<file path="config.mk">
export PLATFORM = sky130hd
export DESIGN_NAME = mips_cpu_store_unit
export DESIGN_NICKNAME = d
export VERILOG_FILES = /design/src/rtl/mips_cpu_store_unit.sv
export SDC_FILE = /design/constraint.sdc
export NUM_CORES = 1
export LEC_CHECK = 0
export BUFFER_PORTS_ARGS = -buffer_cell sky130_fd_sc_hd__buf_4
export CAP_MARGIN = 10
export CORE_ASPECT_RATIO = 1.75
export CORE_MARGIN = 5
export CORE_UTILIZATION = 49
export DETAILED_ROUTE_END_ITERATION = 10
export GPL_TIMING_DRIVEN = 1
export PLACE_DENSITY = 0.9
export SLEW_MARGIN = 40
export SYNTH_ARGS = -nofsm -noshare
export SYNTH_HDL_FRONTEND = slang
export SYNTH_SLANG_ARGS = --single-unit
</file>
<file path="constraint.sdc">
create_clock -name i_clk -period 1.85 [get_ports i_clk]
set_clock_uncertainty 0.05 [all_clocks]
set_input_delay 0.2775 -clock i_clk [delete_from_list [all_inputs] [get_ports i_clk]]
set_output_delay 0.2775 -clock i_clk [all_outputs]
set_load 0.005 [all_outputs]
</file>
<file path="src/rtl/mips_cpu_store_unit.sv">
// mips_cpu_store_unit
// Takes one MIPS store (sb/sh/sw/swl/swr) at a time. It maps the store onto
// a 32-bit little-endian word bus with byte enables, then runs the bus write
// until the bus stops stalling.
//
// Ports
//   i_clk, i_reset      clock; synchronous active-high reset
//   i_req_valid         store request present
//   o_req_ready         unit idle and able to accept a request
//   i_opcode[5:0]       MIPS store opcode
//   i_addr[31:0]        effective byte address
//   i_rt_data[31:0]     source register value
//   o_address[31:0]     bus word address (zero when idle)
//   o_write             bus write strobe
//   o_byteenable[3:0]   bus lane enables (zero when idle)
//   o_writedata[31:0]   bus write data, disabled lanes zero (zero when idle)
//   i_waitrequest       bus stall
//   o_done              one-cycle pulse: store completed on the bus
//   o_err               one-cycle pulse: request rejected or write timed out
//
// state | meaning
// IDLE  | req_ready high, bus outputs zero, waiting for a request
// WRITE | bus write in progress, outputs held until waitrequest drops
module mips_cpu_store_unit #(
  parameter int WAIT_LIMIT = 0
) (
  input  logic        i_clk,
  input  logic        i_reset,
  input  logic        i_req_valid,
  output logic        o_req_ready,
  input  logic [5:0]  i_opcode,
  input  logic [31:0] i_addr,
  input  logic [31:0] i_rt_data,
  output logic [31:0] o_address,
  output logic        o_write,
  output logic [3:0]  o_byteenable,
  output logic [31:0] o_writedata,
  input  logic        i_waitrequest,
  output logic        o_done,
  output logic        o_err
);

  localparam logic [5:0] OP_SB  = 6'b101000;
  localparam logic [5:0] OP_SH  = 6'b101001;
  localparam logic [5:0] OP_SWL = 6'b101010;
  localparam logic [5:0] OP_SW  = 6'b101011;
  localparam logic [5:0] OP_SWR = 6'b101110;

  typedef enum logic {
    IDLE  = 1'b0,
    WRITE = 1'b1
  } state_t;

  state_t      r_state;
  state_t      w_next_state;
  logic [31:0] r_address;
  logic [3:0]  r_byteenable;
  logic [31:0] r_writedata;
  logic [31:0] r_wait_cnt;
  logic        r_done;
  logic        r_err;

  logic [1:0]  w_a;
  logic        w_legal;
  logic [3:0]  w_be;
  logic [31:0] w_wd;
  logic        w_accept;
  logic        w_clear;
  logic        w_done_nxt;
  logic        w_err_nxt;
  logic [31:0] w_cnt_inc;
  logic [31:0] w_cnt_nxt;
  logic        w_timeout;

  assign w_a       = i_addr[1:0];
  assign w_cnt_inc = r_wait_cnt + 32'd1;
  // This cycle's stall is the WAIT_LIMIT-th in a row, so the write gives up.
  assign w_timeout = (WAIT_LIMIT > 0) && (w_cnt_inc == 32'(WAIT_LIMIT));

  // Lane mapping. Shifts by 8*a use {a, 3'b000}. For swl, (3 - a) equals ~a.
  always_comb begin
    w_legal = 1'b0;
    w_be    = 4'b0000;
    w_wd    = 32'd0;
    case (i_opcode)
      OP_SB: begin
        w_legal = 1'b1;
        w_be    = 4'b0001 << w_a;
        w_wd    = {24'd0, i_rt_data[7:0]} << {w_a, 3'b000};
      end
      OP_SH: begin
        if (!w_a[0]) begin
          w_legal = 1'b1;
          w_be    = w_a[1] ? 4'b1100 : 4'b0011;
          w_wd    = w_a[1] ? {i_rt_data[15:0], 16'd0} : {16'd0, i_rt_data[15:0]};
        end
      end
      OP_SW: begin
        if (w_a == 2'b00) begin
          w_legal = 1'b1;
          w_be    = 4'b1111;
          w_wd    = i_rt_data;
        end
      end
      OP_SWL: begin
        w_legal = 1'b1;
        w_be    = 4'b1111 >> (~w_a);
        w_wd    = i_rt_data >> {~w_a, 3'b000};
      end
      OP_SWR: begin
        w_legal = 1'b1;
        w_be    = 4'b1111 << w_a;
        w_wd    = i_rt_data << {w_a, 3'b000};
      end
      default: begin
        w_legal = 1'b0;
      end
    endcase
  end

  always_comb begin
    w_next_state = r_state;
    w_accept     = 1'b0;
    w_clear      = 1'b0;
    w_done_nxt   = 1'b0;
    w_err_nxt    = 1'b0;
    w_cnt_nxt    = r_wait_cnt;
    case (r_state)
      IDLE: begin
        if (i_req_valid) begin
          w_cnt_nxt = 32'd0;
          if (w_legal) begin
            w_accept     = 1'b1;
            w_next_state = WRITE;
          end else begin
            w_err_nxt = 1'b1;
          end
        end
      end
      WRITE: begin
        if (!i_waitrequest) begin
          w_next_state = IDLE;
          w_done_nxt   = 1'b1;
          w_clear      = 1'b1;
        end else begin
          w_cnt_nxt = w_cnt_inc;
          if (w_timeout) begin
            w_next_state = IDLE;
            w_err_nxt    = 1'b1;
            w_clear      = 1'b1;
          end
        end
      end
      default: begin
        w_next_state = IDLE;
        w_clear      = 1'b1;
      end
    endcase
  end

  always_ff @(posedge i_clk) begin
    if (i_reset) begin
      r_state <= IDLE;
    end else begin
      r_state <= w_next_state;
    end
  end

  // Bus fields are loaded only on the accept edge. They are zeroed when the
  // write ends, so the bus reads zero whenever the unit is idle.
  always_ff @(posedge i_clk) begin
    if (i_reset) begin
      r_address    <= 32'd0;
      r_byteenable <= 4'd0;
      r_writedata  <= 32'd0;
      r_wait_cnt   <= 32'd0;
      r_done       <= 1'b0;
      r_err        <= 1'b0;
    end else begin
      r_wait_cnt <= w_cnt_nxt;
      r_done     <= w_done_nxt;
      r_err      <= w_err_nxt;
      if (w_accept) begin
        r_address    <= {i_addr[31:2], 2'b00};
        r_byteenable <= w_be;
        r_writedata  <= w_wd;
      end else if (w_clear) begin
        r_address    <= 32'd0;
        r_byteenable <= 4'd0;
        r_writedata  <= 32'd0;
      end
    end
  end

  assign o_req_ready  = (r_state == IDLE);
  assign o_write      = (r_state == WRITE);
  assign o_address    = r_address;
  assign o_byteenable = r_byteenable;
  assign o_writedata  = r_writedata;
  assign o_done       = r_done;
  assign o_err        = r_err;

endmodule

</file>
# Yosys cells after proc, flatten, opt, wreduce, memory -nomap -nowiden
# Cells that the tools add are included.
dict set report op_classes {
  muxes 27
  n_lt_le_gt_ge 0
  reduce_logical 3
  add_sub_neg 0
  div_mod_pow 0
  n_eq_ne 5
  n_mul 0
  shift 6
  bitwise_logic 2
}
# cell count
set op_table {}
lappend op_table {{$mux 32} 7}
lappend op_table {{$pmux 32 s5} 1}
lappend op_table {{$shl 32x5->32} 1}
lappend op_table {{$shl 8x5->32} 1}
lappend op_table {{$shr 32x5->32} 1}
lappend op_table {{$eq 6x6->1 const B} 5}
lappend op_table {{$mux 4} 5}
lappend op_table {{$pmux 4 s5} 1}
lappend op_table {{$mux 1} 10}
lappend op_table {{$pmux 1 s2} 2}
lappend op_table {{$shl 1x2->4 const A} 1}
lappend op_table {{$shl 4x2->4 const A} 1}
lappend op_table {{$shr 4x2->4 const A} 1}
lappend op_table {{$pmux 1 s3} 1}
lappend op_table {{$reduce_or 3->1} 1}
lappend op_table {{$logic_not 2->1} 1}
lappend op_table {{$not 2->2} 1}
lappend op_table {{$reduce_bool 2->1} 1}
lappend op_table {{$not 1->1} 1}
dict set report totals {
  rom_bits 0
  ramBits 0
  reg_bits 69
  mem_count 0
  word_cells 49
  latchBits 0
}

# Logic depth before layout (Yosys ltp)
dict set report logic_depth {
  ltp_word 7
  ltp_mapped 9
  ltp_nobuf 5
}

# Worst setup path after synthesis
# OpenSTA, ideal clock, no wires.
dict set report synth_timing {
  kind {input port to flip-flop}
  from {in i_addr[0]}
  to {reg r_writedata[28], in the netlist o_writedata[28]}
  slack_ps 165
  arrival_time_ps 1513
  setup_time_ps 122
  stages 9
  path_buffers 4
  t_required_ps 1678
  path_cell_list {and4bb_1 > buf_4 > a32o_2 > and2_1 > buf_6 > nand2b_1 > buf_4 > buf_6 > o21ai_1}
}
dict set report synth_via {
  elab_chain_cells 7
  word_cells_on_any_way 16
  classes_between {3 x shift; 10 x mux; 1 x bitwise; 2 x reduce/logical}
}
# element line_no
set synth_lines {}
lappend synth_lines {{from (decl)} 32} ;# input logic [31:0] i_addr,
lappend synth_lines {{branches (longest 7 deep; another with $shr 32x5->32)} n/a}
lappend synth_lines {{to (signal assigned)} 186} ;# r_writedata <= w_wd;
lappend synth_lines {{to (decl)} 58} ;# logic [31:0] r_writedata;
# Parallel ways; which one is timed is not known.
# A chain may end at the register's enable or synchronous reset.

# Worst setup path after layout
dict set report layout_timing {
  from {in i_addr[0]}
  to {reg r_writedata[15], in the netlist o_writedata[15]}
}
# The elaborated chain is that of the path after synthesis.

==> impl_metrics.yaml <==
outcome:
  status: "complete, no violations"
floorplan:
  die_area_um2: 9260
  core_um2: 7180
  fp-row-count: 41
  die_height_um: 124
  initial_core_util_pct: 50.3
  ioPinCount: 146
  die_w_um: 74.9
timing:
  grt_setup_unrepaired: "no"
  hold_viol_final: 0
  fmax_mhz: 629
  fin_crit_ns: 1.59
  holdWs_ns: 0.102
  final.setup.worst_slack_ns: 0.260
  setup_tns_ns: 0
  fin_crit_sh_pct: 86.0
  finalSetupViolCount: 0
  slew_viol_final: 0
worst_setup_path:
  crit_start: "i_addr[0]"
  end_kind: "flip-flop"
  cp.required_ns: 2.03
  start_kind: "input pin"
  critical_path_class: "in2reg"
  rr_startpoint: "o_write"
  worstPathMaxFanout: 16
  cp.arrival_ns: 1.77
place:
  dp_hpwl_um: 10200
  dp.cells: 627
  routabilityCongestion: 0.938
  placedInstanceArea_um2: 4980
  dp_slack_ns: -0.00327
  io_buffers: 143
cts:
  hold_buffers: 0
  cts_inserted_buffers: 9
  cts_tree: "done"
  ctsLongestPathBuffers: 2
  clkLatencyLatePin_ns: 0.33
  post_cts.repair.setup_buffers: 0
  cts-root-buf: "clkbuf_16"
  cts.sinks: 69
  clkTransAtPathRegs_ns: 0.06
  h-tree-depth: 3
  ctsResizeCount: 0
route:
  first_pass_iters: 5
  routed_wl_um: 13700
  avgViaCountPerCell: 6.34
  post_drt_wl_per_cell_um: 21.3
  drc: 0
  via_count: 4074
  initialDrtViolationCount: 321
  antenna_violating_nets_post_route: 0
power:
  p_switching_w: 0.000952
  p_per_area_nw_per_um2: 760
  comb_power_share_pct: 13.5
  seqPwrFrac_pct: 37.4
  internal_power_w: 0.00310
  clockPowerShare_pct: 49.0
  vdd_drop_max_mv: 0.534
  p_leak_nw: 2.26
  p_sw_share_pct: 23.5
final_layout:
  design_area_um2: 5330
  multi_input_area_um2: 2030
  nFillCells: 536
  fin_cells: 643
  register_area_um2: 1380
  drive_above_1_share_pct: 38.6
  area_growth_pct: 47.5
  num_antenna_cells: 0
  final_nets: 626
grt:
  antenna_found_initial: 0
  use_met1_pct: 32.0
  grt_pass1_vias: 4064
  grt_overflow: 0
  grt_usage_pct: 29.6
  grt_pass1_wl_um: 20700
  met3_usage_pct: 5.01
  grt_max_degree: 36
  top_usage_layer: "met2"
  globalRouteMet2Util_pct: 51.6
hold_path:
  hold_path_class: "in2reg"
  min_from: "i_addr[6]"
synthesis:
  synth_ff_type: "dfxtp_1"
  ys_async_sr_fraction_pct: 0
  yosys_warnings: 0
  yosysSeqAreaShare_pct: 38.2
  synthCells: 393
  synth-edff-count: 0
  netlist_area_um2: 3610
  synth_seq_cells: 69
  synth.distinct_cells: 50
  synth_area_per_cell_um2: 9.19
job:
  max_cap_violations: 0
## worst max-delay path, stage by stage
cell and delay, ns:
buf_4 0.12, and4bb_1 0.34, a32o_2 0.27, and2_1 0.17
buf_4 0.21, a21oi_1 0.08, a211oi_1 0.30
## power groups by stage
stage                     combinational [W]  clock, W  sequential [W]
after floorplan                    0.000242         0         0.00155
after global placement             0.000524         0         0.00155
after detailed placement           0.000533         0         0.00155
after CTS                          0.000538   0.00200         0.00152
after global routing               0.000582   0.00208         0.00152
final                              0.000549   0.00199         0.00152
## layout make-up
type,count,area share [%]
tap,86,2.02
clock inverter,7,2.28
multi-input combinational,285,38.0
clock buffer,9,4.22
timing repair buffer,184,27.3
inverter,3,0.211
sequential,69,25.9
## metrics by stage
| step | utilization [%] | power, W |
|---|---|---|
| after global placement | 69.4 | 0.00207 |
| after CTS | 74.2 | 0.00406 |
| after global routing | 74.2 | 0.00418 |
| final | 74.2 | 0.00405 |
| after detailed placement | 69.4 | 0.00208 |
| after floorplan | - | 0.00179 |
## logic make-up (layout without fill, tap and decap cells)
logic type	count (synthesis)	count (layout)	share of synthesized area [%]
AO/OA/AOI/OAI	160	160	32.4
XOR/XNOR	2	2	0.485
buffers and inverters	40	203	5.96
flip-flops	69	69	38.2
multiplexers	24	24	9.07
other	1	2	0.104
AND/OR/NAND/NOR	97	97	13.7
## state kept, by name, summed over array words and instances, names as in the netlist
signal,flops
o_address,30
o_byteenable,4
o_done,1
o_err,1
o_write,1
o_writedata,32
## worst paths after layout
path,cells past startpoint,slack [ns],endpoint
max,7,0.26,o_writedata[15]
min,2,0.10,o_address[6]
max reg2reg,6,0.35,o_writedata[15]
min reg2reg,2,0.41,o_writedata[3]
## cell usage after synthesis, types with 2 or more instances
cell type | count | area, µm²
o21ai_1 | 12 | 60.1
a221oi_1 | 6 | 52.6
o21ai_0 | 7 | 35.0
nand3_1 | 11 | 55.1
a211oi_1 | 8 | 60.1
o211ai_1 | 4 | 30.0
o21bai_1 | 2 | 15.0
buf_6 | 2 | 22.5
mux4_2 | 7 | 158
o22ai_1 | 9 | 56.3
nand2_1 | 27 | 101
inv_1 | 3 | 11.3
and3_1 | 2 | 12.5
dfxtp_1 | 69 | 1380
buf_4 | 8 | 60.1
nor3_2 | 2 | 20.0
a21oi_1 | 25 | 125
nand4_1 | 2 | 12.5
a22o_1 | 33 | 289
mux2i_1 | 17 | 170
nor2b_1 | 3 | 18.8
nor2_1 | 30 | 113
o211a_1 | 3 | 30.0
clkbuf_1 | 8 | 30.0
and2_1 | 2 | 12.5
o31a_1 | 8 | 70.1
buf_2 | 16 | 80.1
a22oi_1 | 22 | 165
and4bb_1 | 2 | 25.0
nand2b_1 | 6 | 37.5
a32oi_1 | 16 | 140
buf_1 | 3 | 11.3
## layer usage
metal / wire, µm / vias up
li1: - / 1844
met1: 4520 / 1921
met2: 7200 / 242
met3: 1200 / 67
met4: 769 / 0
met5: 0 / -
## cell usage in the layout (no fill, tap or decap), types with 8 or more instances in the layout
cell type / count
a22oi_1: 22
o22ai_1: 9
a211oi_1: 8
mux2i_1: 17
nor2_1: 30
nand3_1: 11
a32oi_1: 16
clkbuf_16: 9
o21ai_1: 12
o31a_1: 8
buf_4: 178
dfxtp_1: 69
a21oi_1: 25
a22o_1: 33
nand2_1: 27
Power figures use the tool's default switching activity.
